===== src/rtl/ex_stage.sv =====
// ex_stage: execute stage at the consumer end of the ID/EX register.
// Single-cycle ALU ops retire on the edge after accept. MUL runs a
// shift-add loop for DATA_W cycles and stalls decode through ex_ready.
// Optional build macro EX_OVF_EN adds a registered signed-overflow flag
// (ovf) for ADD/SUB.
//
// Handshake: an instruction is accepted on a rising edge where
// id_valid & ex_ready & !flush. ex_ready is combinational (state==IDLE).
// Decode must hold its instruction stable while ex_ready is low.
// wb_valid is a one-cycle pulse per retiring instruction.
module ex_stage #(
  parameter int DATA_W = 8,
  parameter int RD_W   = 5,
  parameter int SH_W   = 3
) (
  input  logic              clk,
  input  logic              rst_n,
  input  logic              flush,
  input  logic              id_valid,
  output logic              ex_ready,
  input  logic [2:0]        alu_sig,
  input  logic              wb_en,
  input  logic [DATA_W-1:0] r1,
  input  logic [DATA_W-1:0] r2,
  input  logic [RD_W-1:0]   rd,
`ifdef EX_OVF_EN
  output logic              ovf,
`endif
  output logic              wb_valid,
  output logic              wb_we,
  output logic [DATA_W-1:0] wb_data,
  output logic [RD_W-1:0]   wb_rd
);

  localparam int CNT_W = SH_W + 1;
  localparam int MSB   = DATA_W - 1;

  typedef enum logic {IDLE = 1'b0, BUSY = 1'b1} state_t;

  localparam logic [2:0] OP_ADD = 3'b000;
  localparam logic [2:0] OP_SUB = 3'b001;
  localparam logic [2:0] OP_AND = 3'b010;
  localparam logic [2:0] OP_OR  = 3'b011;
  localparam logic [2:0] OP_XOR = 3'b100;
  localparam logic [2:0] OP_SLT = 3'b101;
  localparam logic [2:0] OP_MUL = 3'b110;
  localparam logic [2:0] OP_SHL = 3'b111;

  state_t              state_q, state_d;
  logic [CNT_W-1:0]    count_q, count_d;
  logic [DATA_W-1:0]   mcand_q, mcand_d;
  logic [DATA_W-1:0]   mplier_q, mplier_d;
  logic [DATA_W-1:0]   acc_q, acc_d;
  logic [RD_W-1:0]     mrd_q, mrd_d;
  logic                mwe_q, mwe_d;
  logic                wb_valid_q, wb_valid_d;
  logic                wb_we_q, wb_we_d;
  logic [DATA_W-1:0]   wb_data_q, wb_data_d;
  logic [RD_W-1:0]     wb_rd_q, wb_rd_d;
  logic [DATA_W-1:0]   alu_res;
  logic [DATA_W-1:0]   mul_step;

  assign ex_ready = (state_q == IDLE);
  assign wb_valid = wb_valid_q;
  assign wb_we    = wb_we_q;
  assign wb_data  = wb_data_q;
  assign wb_rd    = wb_rd_q;

  // Single-cycle ALU result for the instruction presented by decode.
  always_comb begin
    alu_res = '0;
    case (alu_sig)
      OP_ADD:  alu_res = r1 + r2;
      OP_SUB:  alu_res = r1 - r2;
      OP_AND:  alu_res = r1 & r2;
      OP_OR:   alu_res = r1 | r2;
      OP_XOR:  alu_res = r1 ^ r2;
      OP_SLT:  alu_res = {{(DATA_W-1){1'b0}}, ($signed(r1) < $signed(r2))};
      OP_MUL:  alu_res = '0;
      OP_SHL:  alu_res = r1 << r2[SH_W-1:0];
      default: alu_res = '0;
    endcase
  end

`ifdef EX_OVF_EN
  logic alu_ovf;
  logic ovf_q, ovf_d;
  assign ovf = ovf_q;

  // Signed overflow: ADD with like-signed operands, SUB with unlike-signed
  // operands, and the result sign differs from r1.
  always_comb begin
    alu_ovf = 1'b0;
    if (alu_sig == OP_ADD)
      alu_ovf = (r1[MSB] == r2[MSB]) && (alu_res[MSB] != r1[MSB]);
    else if (alu_sig == OP_SUB)
      alu_ovf = (r1[MSB] != r2[MSB]) && (alu_res[MSB] != r1[MSB]);
  end
`endif

  // Shift-add step: add the multiplicand when the multiplier LSB is set.
  assign mul_step = mplier_q[0] ? (acc_q + mcand_q) : acc_q;

  // Next-state and retirement logic; flush overrides everything.
  always_comb begin
    state_d    = state_q;
    count_d    = count_q;
    mcand_d    = mcand_q;
    mplier_d   = mplier_q;
    acc_d      = acc_q;
    mrd_d      = mrd_q;
    mwe_d      = mwe_q;
    wb_valid_d = 1'b0;
    wb_we_d    = 1'b0;
    wb_data_d  = wb_data_q;
    wb_rd_d    = wb_rd_q;
`ifdef EX_OVF_EN
    ovf_d      = ovf_q;
`endif
    if (flush) begin
      state_d = IDLE;
      count_d = '0;
    end else begin
      case (state_q)
        IDLE: begin
          if (id_valid) begin
            if (alu_sig == OP_MUL) begin
              state_d  = BUSY;
              mcand_d  = r1;
              mplier_d = r2;
              acc_d    = '0;
              count_d  = CNT_W'(DATA_W);
              mrd_d    = rd;
              mwe_d    = wb_en;
            end else begin
              wb_valid_d = 1'b1;
              wb_data_d  = alu_res;
              wb_rd_d    = rd;
              wb_we_d    = wb_en && (rd != '0);
`ifdef EX_OVF_EN
              ovf_d      = alu_ovf;
`endif
            end
          end
        end
        BUSY: begin
          acc_d    = mul_step;
          mcand_d  = mcand_q << 1;
          mplier_d = mplier_q >> 1;
          count_d  = count_q - CNT_W'(1);
          if (count_q == CNT_W'(1)) begin
            state_d    = IDLE;
            wb_valid_d = 1'b1;
            wb_data_d  = mul_step;
            wb_rd_d    = mrd_q;
            wb_we_d    = mwe_q && (mrd_q != '0);
`ifdef EX_OVF_EN
            ovf_d      = 1'b0;
`endif
          end
        end
        default: state_d = IDLE;
      endcase
    end
  end

  // State and output registers with asynchronous clear.
  always_ff @(posedge clk or negedge rst_n) begin
    if (!rst_n) begin
      state_q    <= IDLE;
      count_q    <= '0;
      mcand_q    <= '0;
      mplier_q   <= '0;
      acc_q      <= '0;
      mrd_q      <= '0;
      mwe_q      <= 1'b0;
      wb_valid_q <= 1'b0;
      wb_we_q    <= 1'b0;
      wb_data_q  <= '0;
      wb_rd_q    <= '0;
`ifdef EX_OVF_EN
      ovf_q      <= 1'b0;
`endif
    end else begin
      state_q    <= state_d;
      count_q    <= count_d;
      mcand_q    <= mcand_d;
      mplier_q   <= mplier_d;
      acc_q      <= acc_d;
      mrd_q      <= mrd_d;
      mwe_q      <= mwe_d;
      wb_valid_q <= wb_valid_d;
      wb_we_q    <= wb_we_d;
      wb_data_q  <= wb_data_d;
      wb_rd_q    <= wb_rd_d;
`ifdef EX_OVF_EN
      ovf_q      <= ovf_d;
`endif
    end
  end

endmodule


===== config.mk =====
export PLATFORM = sky130hd
export DESIGN_NAME = ex_stage
export DESIGN_NICKNAME = d
export VERILOG_FILES = /design/src/rtl/ex_stage.sv
export SDC_FILE = /design/constraint.sdc
export NUM_CORES = 1
export LEC_CHECK = 0
export ABC_AREA = 0
export BUFFER_PORTS_ARGS = -buffer_cell sky130_fd_sc_hd__buf_2
export CORE_ASPECT_RATIO = 1.5
export CORE_UTILIZATION = 25
export DETAILED_ROUTE_END_ITERATION = 10
export SLEW_MARGIN = 20
export SYNTH_ARGS = -nofsm -noshare
export SYNTH_HDL_FRONTEND = slang
export SYNTH_SLANG_ARGS = --single-unit

===== constraint.sdc =====
create_clock -name clk -period 6 [get_ports clk]
set_clock_uncertainty 0.05 [all_clocks]
set_input_delay 1.5 -clock clk [delete_from_list [all_inputs] [get_ports clk]]
set_output_delay 1.5 -clock clk [all_outputs]
set_load 0.02 [all_outputs]

Yosys cells after proc, flatten, opt, wreduce, memory -nomap -nowiden
Index checks and enable logic that the tools add are counted.
{"block": "classes", "addsub": 4, "n_lt_le_gt_ge": 1, "eq_ne": 14, "n_shift": 1, "mux": 38, "bitwise_logic": 5, "n_reduce_logical": 9}
{"op": "8-bit 2-to-1 mux", "n": 10}
{"op": "8-bit case mux with 2 select lines", "n": 4}
{"op": "8-bit case mux with 7 select lines", "n": 1}
{"op": "8-bit adder", "n": 2}
{"op": "5-bit 2-to-1 mux", "n": 3}
{"op": "3-bit == test (second input constant)", "n": 4}
{"op": "1-bit 2-to-1 mux", "n": 12}
{"op": "4-bit 2-to-1 mux", "n": 3}
{"op": "5-bit case mux with 2 select lines", "n": 1}
{"op": "5-bit nonzero test", "n": 2}
{"op": "8-bit AND", "n": 1}
{"op": "8-bit less-than comparator", "n": 1}
{"op": "8-bit OR", "n": 1}
{"op": "4-bit case mux with 2 select lines", "n": 1}
{"op": "4-bit AND reduction", "n": 2}
{"op": "8-bit by 3-bit left shift with 8-bit output", "n": 1}
{"op": "8-bit subtractor", "n": 1}
{"op": "8-bit bitwise XOR", "n": 1}
{"op": "3-bit by 2-bit == test with 1-bit output (second input constant)", "n": 2}
{"op": "1-bit case mux with 2 select lines", "n": 3}
{"op": "4-bit by 1-bit == test with 1-bit output (second input constant)", "n": 1}
{"op": "2-bit by 1-bit inequality test with 1-bit output (second input constant)", "n": 2}
{"op": "2-bit inequality test (second input constant)", "n": 2}
{"op": "4-bit by 1-bit subtractor with 4-bit output (second input constant)", "n": 1}
{"op": "other kinds (8)", "n": 10}
{"block": "totals", "register_bits": 50, "in_bits": 29}

Longest topological paths before layout
{"block": "logic_depth", "ltp_word": 6, "mapped_depth": 11}

Worst setup path after synthesis
No wires, ideal clock.
{"block": "synth_timing", "kind": "input port to flip-flop", "start": "input r2[1]", "end": "register wb_data_q[5] (netlist: wb_data[5])", "setup_ns": 0.082, "t_arrival_ns": 3.745, "t_required_ns": 5.868, "setup_slack_ns": 2.123, "cell_stages": 11, "path_buffers": 2, "cell_sequence": "buf_2 clkbuf_1 inv_1 ha_1 nor2_1 o311a_1 or4_1 a21oi_1 a2111oi_1 a211o_1 a31oi_1"}
{"block": "synth_via", "elab_chain_len": 5, "word_cells_on_any_way": 7, "cone_classes": "add/sub (2); shift (1); mux (4)"}
{"element": "from (decl)", "line_no": "24", "source": "input logic [DATA_W-1:0] r2,"}
{"element": "8-bit subtractor (tied with other cells)", "line_no": "74", "source": "OP_SUB: alu_res = r1 - r2;"}
{"element": "8-bit case mux with 7 select lines *", "line_no": "72", "source": "case (alu_sig)"}
{"element": "8-bit 2-to-1 mux *", "line_no": "127", "source": "if (alu_sig == OP_MUL) begin"}
{"element": "8-bit 2-to-1 mux *", "line_no": "126", "source": "if (id_valid) begin"}
{"element": "8-bit case mux with 2 select lines *", "line_no": "124", "source": "case (state_q)"}
{"element": "to (signal assigned)", "line_no": "194", "source": "wb_data_q <= wb_data_d;"}
{"element": "to (decl)", "line_no": "58", "source": "logic [DATA_W-1:0] wb_data_q, wb_data_d;"}
Mark *: on every way between the ends. The rest lies on a longest branch, timed or not. The select of a mux whose other input is x is not followed.
A chain may end at the register's enable or synchronous reset.

Worst setup path in the final report
Ends and elaborated chain as after synthesis.

==> flow_metrics.env <==
export IMPL_run_status="complete, no violations"
export IMPL_cts_root_buf="sky130_fd_sc_hd__clkbuf_16"
export IMPL_post_cts_resize_count=0
export IMPL_cts_tree="built"
export IMPL_synth_xor_area_share_pct=3.06
export IMPL_complex_gate_fraction_of_the_synthesized_area_pct=22.1
export IMPL_async_reset_ff_share_pct=100
export IMPL_endpoint_kind="flop"
export IMPL_combinational_family_with_the_most_area_after_synthesis="compound AO/OA/AOI/OAI gates"
export IMPL_setup_worst_path_start_class="primary input"
export IMPL_met2_usage_pct=25.7
export IMPL_synth_top_area_share_pct=31.2
export IMPL_timing_final_setup_violations=0
export IMPL_post_synth_main_area_contributors="sky130_fd_sc_hd__dfrtp_1 (31%), sky130_fd_sc_hd__ha_1 (11%), sky130_fd_sc_hd__mux2i_1 (5.7%)"
export IMPL_gr_max_usage_layer="met2"
export IMPL_synthSimpleGateAreaFrac_pct=17.7
export IMPL_design_final_nets=574
export IMPL_rsz0062_at_grt="no"
export IMPL_grt_pass1_vias=3397
export IMPL_global_route_usage_met1_pct=15.6
export IMPL_grt_usage_pct=13.8
export IMPL_ys_warn_count=0
export IMPL_fp_dieH_um=157
export IMPL_post_route_cells_drive_above_1_share_pct=13.0
export IMPL_cpPeakStageDelay_ns=0.41
export IMPL_number_of_clock_buffers_inserted_by_tritoncts=5
export IMPL_crit_required_ns=6.17
export IMPL_crit_path_cell_trace="buf_2 -> inv_1 -> ha_1 -> nor2_1 -> o311a_1 -> or4_1 -> a21oi_1 -> a2111oi_1 -> a211o_1 -> a31oi_1"
export IMPL_std_cell_rows=56
export IMPL_fin_setup_tns_ns=0
export IMPL_hpwlAfterDp_um=8770
export IMPL_antenna_cells=0
export IMPL_detailedRoute_firstPassIterationCount=4
export IMPL_synth_seq_area_share_pct=31.2
export IMPL_critical_path_class="in -> reg"
export IMPL_synth_net_count=548
export IMPL_power_density_nw_per_um2=232
export IMPL_leakage_component_of_the_power_nw=1.98
export IMPL_antenna_found_initial=0
export IMPL_crit_family="compound AO/OA/AOI/OAI gates"
export IMPL_comb_power_share_pct=30.9
export IMPL_total_wire_length_um=11300
export IMPL_synthesis_instances=482
export IMPL_synth_area_um2=4010
export IMPL_cts_setup_buffers=0
export IMPL_worst_path_buf_inv=2
export IMPL_flow_area_growth_from_synthesis_pct=12.9
export IMPL_share_of_total_power_consumed_by_net_switching_pct=35.2
export IMPL_ant_nets=0
export IMPL_syn_area_per_cell_um2=8.31
export IMPL_ioPinCount=45
export IMPL_fp_dieArea_um2=16500
export IMPL_slowest_library_cell_on_the_worst_path="sky130_fd_sc_hd__or4_1"
export IMPL_synth_ff_type="sky130_fd_sc_hd__dfrtp_1"
export IMPL_synth_area_leader_cell="sky130_fd_sc_hd__dfrtp_1"
export IMPL_cp_data_arrival_time_ns=3.83
export IMPL_crit_fanout=17
export IMPL_core_region_area_um2=15600
export IMPL_drt_iter0_drc=244
export IMPL_clkSinkCount=50
export IMPL_pin_count_of_the_biggest_net_entering_global_routing=51
export IMPL_vdd_ir_drop_max_mv=0.139
export IMPL_hold_path_class="reg -> reg"
export IMPL_report_final_slew_viol_count=0
export IMPL_post_synth_fa_ha_maj_area_fraction_pct=12.1
export IMPL_initial_core_utilization_pct=25.6
export IMPL_grt_pass1_wl_um=17900
export IMPL_fin_area_um2=4520
export IMPL_post_cts_hold_buffer_count=0
export IMPL_synth_edf_count=0
export IMPL_timing_final_hold_violations=0
export IMPL_maxCapViolations=0
export IMPL_clock_path_buffers=2
export IMPL_cts_reportedPaths_clkPinSlew_ns=0.07
export IMPL_routed_wire_length_per_instance_um=15.9
export IMPL_drc_errors=0
export IMPL_ctsHtreeMaxLevel=2
export IMPL_gp_routability_congestion=0.893
export IMPL_met3_usage_pct=1.61
export IMPL_hold_depth=2
export IMPL_timing_worst_slew_pin_value_ns=0.985
export IMPL_distinct_cell_type_count_after_synthesis=57
export IMPL_fmax_mhz=273
export IMPL_critical_path_depth=10
export IMPL_power_total_mw=1.05
export IMPL_clk_latency_ns=0.29
export IMPL_power_share_sequential_pct=42.3
export IMPL_power_clock_fraction_pct=26.7
export IMPL_internal_power_mw=0.681
export IMPL_floorplan_die_width_um=105
export IMPL_timing_final_crit_share_pct=61.1
export IMPL_ff2ff_path_depth=8
export IMPL_route_detailed_vias_per_inst=5.01
export IMPL_numPortBuffers=44
export IMPL_synthMuxAreaShare_pct=7.71
export IMPL_max_slew_margin_rel_pct=34.3
export IMPL_grt_overflow=0
export IMPL_finalCriticalPeriod_ns=3.67
export IMPL_net_switching_power_figure_mw=0.370
export IMPL_vias=3566
export IMPL_synth_seq_cells=50
export IMPL_placement_cell_area_um2=4380
-- flip-flops by register name (all words and copies together), names as in the netlist --
signal,count
acc_q,8
count_q,4
mcand_q,8
mplier_q,8
mrd_q,5
mwe_q,1
state_q,1
wb_data,8
wb_rd,5
wb_valid,1
wb_we,1
-- routing by layer --
| metal | wire length, um | share of wire, % | up-vias |
|---|---|---|---|
| met5 | 0 | 0 | - |
| met4 | 425 | 3.8 | 0 |
| met3 | 357 | 3.2 | 20 |
| met2 | 5960 | 53 | 79 |
| met1 | 4580 | 40 | 1710 |
| li1 | - | - | 1757 |
-- stage by stage --
step	utilization [%]	worst slack, ns	hold slack (ns)	instances
after detailed placement	28.0	2.03	0.414	704
after floorplan	-	2.12	0.396	482
after CTS	28.9	2.33	0.432	712
final	28.9	2.33	0.431	712
after global routing	28.9	2.15	0.474	712
after global placement	28.0	2.11	0.411	704
-- worst paths after layout --
path	startpoint	end	slack (ns)
hold / removal	mwe_q$_DFFE_PN0P_	mwe_q$_DFFE_PN0P_	0.43
hold reg to reg	mwe_q$_DFFE_PN0P_	mwe_q$_DFFE_PN0P_	0.43
max in group asynchronous	rst_n	state_q$_DFF_PN0_	4.17
min in group asynchronous	rst_n	wb_rd[4]$_DFFE_PN0P_	1.26
setup / recovery	r2[1]	wb_data[5]$_DFFE_PN0P_	2.33
setup reg to reg	state_q$_DFF_PN0_	wb_data[7]$_DFFE_PN0P_	3.02
-- placed cells by master, fill, tap and decap left out, types with 4 or more instances in the layout --
cell type	instances
sky130_fd_sc_hd__a21oi_1	29
sky130_fd_sc_hd__a221oi_1	4
sky130_fd_sc_hd__a22oi_1	4
sky130_fd_sc_hd__a31oi_1	7
sky130_fd_sc_hd__and3_1	4
sky130_fd_sc_hd__buf_2	44
sky130_fd_sc_hd__clkbuf_16	5
sky130_fd_sc_hd__dfrtp_1	49
sky130_fd_sc_hd__ha_1	34
sky130_fd_sc_hd__inv_1	27
sky130_fd_sc_hd__inv_2	4
sky130_fd_sc_hd__mux2i_1	23
sky130_fd_sc_hd__nand2_1	57
sky130_fd_sc_hd__nand2b_1	8
sky130_fd_sc_hd__nand3_1	7
sky130_fd_sc_hd__nor2_1	39
sky130_fd_sc_hd__nor2b_1	8
sky130_fd_sc_hd__nor3_1	9
sky130_fd_sc_hd__o211ai_1	10
sky130_fd_sc_hd__o21ai_0	20
sky130_fd_sc_hd__o21ai_1	31
sky130_fd_sc_hd__o21bai_1	6
sky130_fd_sc_hd__o22ai_1	5
sky130_fd_sc_hd__or3_1	4
sky130_fd_sc_hd__or4_1	4
sky130_fd_sc_hd__xnor2_1	9
sky130_fd_sc_hd__xor2_1	5
-- synthesized netlist by cell type, types with 3 or more instances --
master,instances
sky130_fd_sc_hd__a211o_1,3
sky130_fd_sc_hd__a211oi_1,3
sky130_fd_sc_hd__a21oi_1,29
sky130_fd_sc_hd__a221oi_1,4
sky130_fd_sc_hd__a22oi_1,4
sky130_fd_sc_hd__a31oi_1,7
sky130_fd_sc_hd__and3_1,4
sky130_fd_sc_hd__buf_2,10
sky130_fd_sc_hd__clkbuf_1,17
sky130_fd_sc_hd__dfrtp_1,50
sky130_fd_sc_hd__fa_1,3
sky130_fd_sc_hd__ha_1,34
sky130_fd_sc_hd__inv_1,27
sky130_fd_sc_hd__inv_2,4
sky130_fd_sc_hd__mux2i_1,23
sky130_fd_sc_hd__nand2_1,57
sky130_fd_sc_hd__nand2b_1,8
sky130_fd_sc_hd__nand3_1,7
sky130_fd_sc_hd__nor2_1,39
sky130_fd_sc_hd__nor2b_1,8
sky130_fd_sc_hd__nor3_1,9
sky130_fd_sc_hd__o211ai_1,10
sky130_fd_sc_hd__o21ai_0,20
sky130_fd_sc_hd__o21ai_1,31
sky130_fd_sc_hd__o21bai_1,6
sky130_fd_sc_hd__o22ai_1,5
sky130_fd_sc_hd__or3_1,4
sky130_fd_sc_hd__or4_1,4
sky130_fd_sc_hd__xnor2_1,9
sky130_fd_sc_hd__xor2_1,5
-- cell families (layout without fill, tap and decap cells) --
logic type,Yosys count,after routing
AO/OA/AOI/OAI,142,142
XOR/XNOR,14,14
adder cells (fa/ha/maj),37,37
buffers and inverters,59,86
flip-flops,50,50
multiplexers,28,28
AND/OR/NAND/NOR,152,152
-- power by group through the flow --
stage	clock network, mW	logic [mW]	registers, mW
3_5_place_dp	0	0.325	0.451
3_3_place_gp	0	0.321	0.452
6_report	0.281	0.325	0.445
4_1_cts	0.287	0.327	0.446
5_1_grt	0.295	0.362	0.455
2_1_floorplan	0	0.213	0.456
-- worst reg2reg max path, delay by kind of cell (launching register included) --
kind | cells | cell delay (ns)
buf+inv | 1 | 0.33
flops | 1 | 1.01
compound gates | 3 | 0.71
simple gates | 4 | 0.77
-- area by class of cell --
class	instances	area, um2
Clock buffer	6	129
Clock inverter	2	13.8
Fill cell	1682	11100
Inverter	31	116
Multi-Input combinational cell	373	2510
Sequential cell	50	1250
Tap cell	203	254
Timing Repair Buffer	47	243
Note: power is estimated with default switching activity, not from simulation.
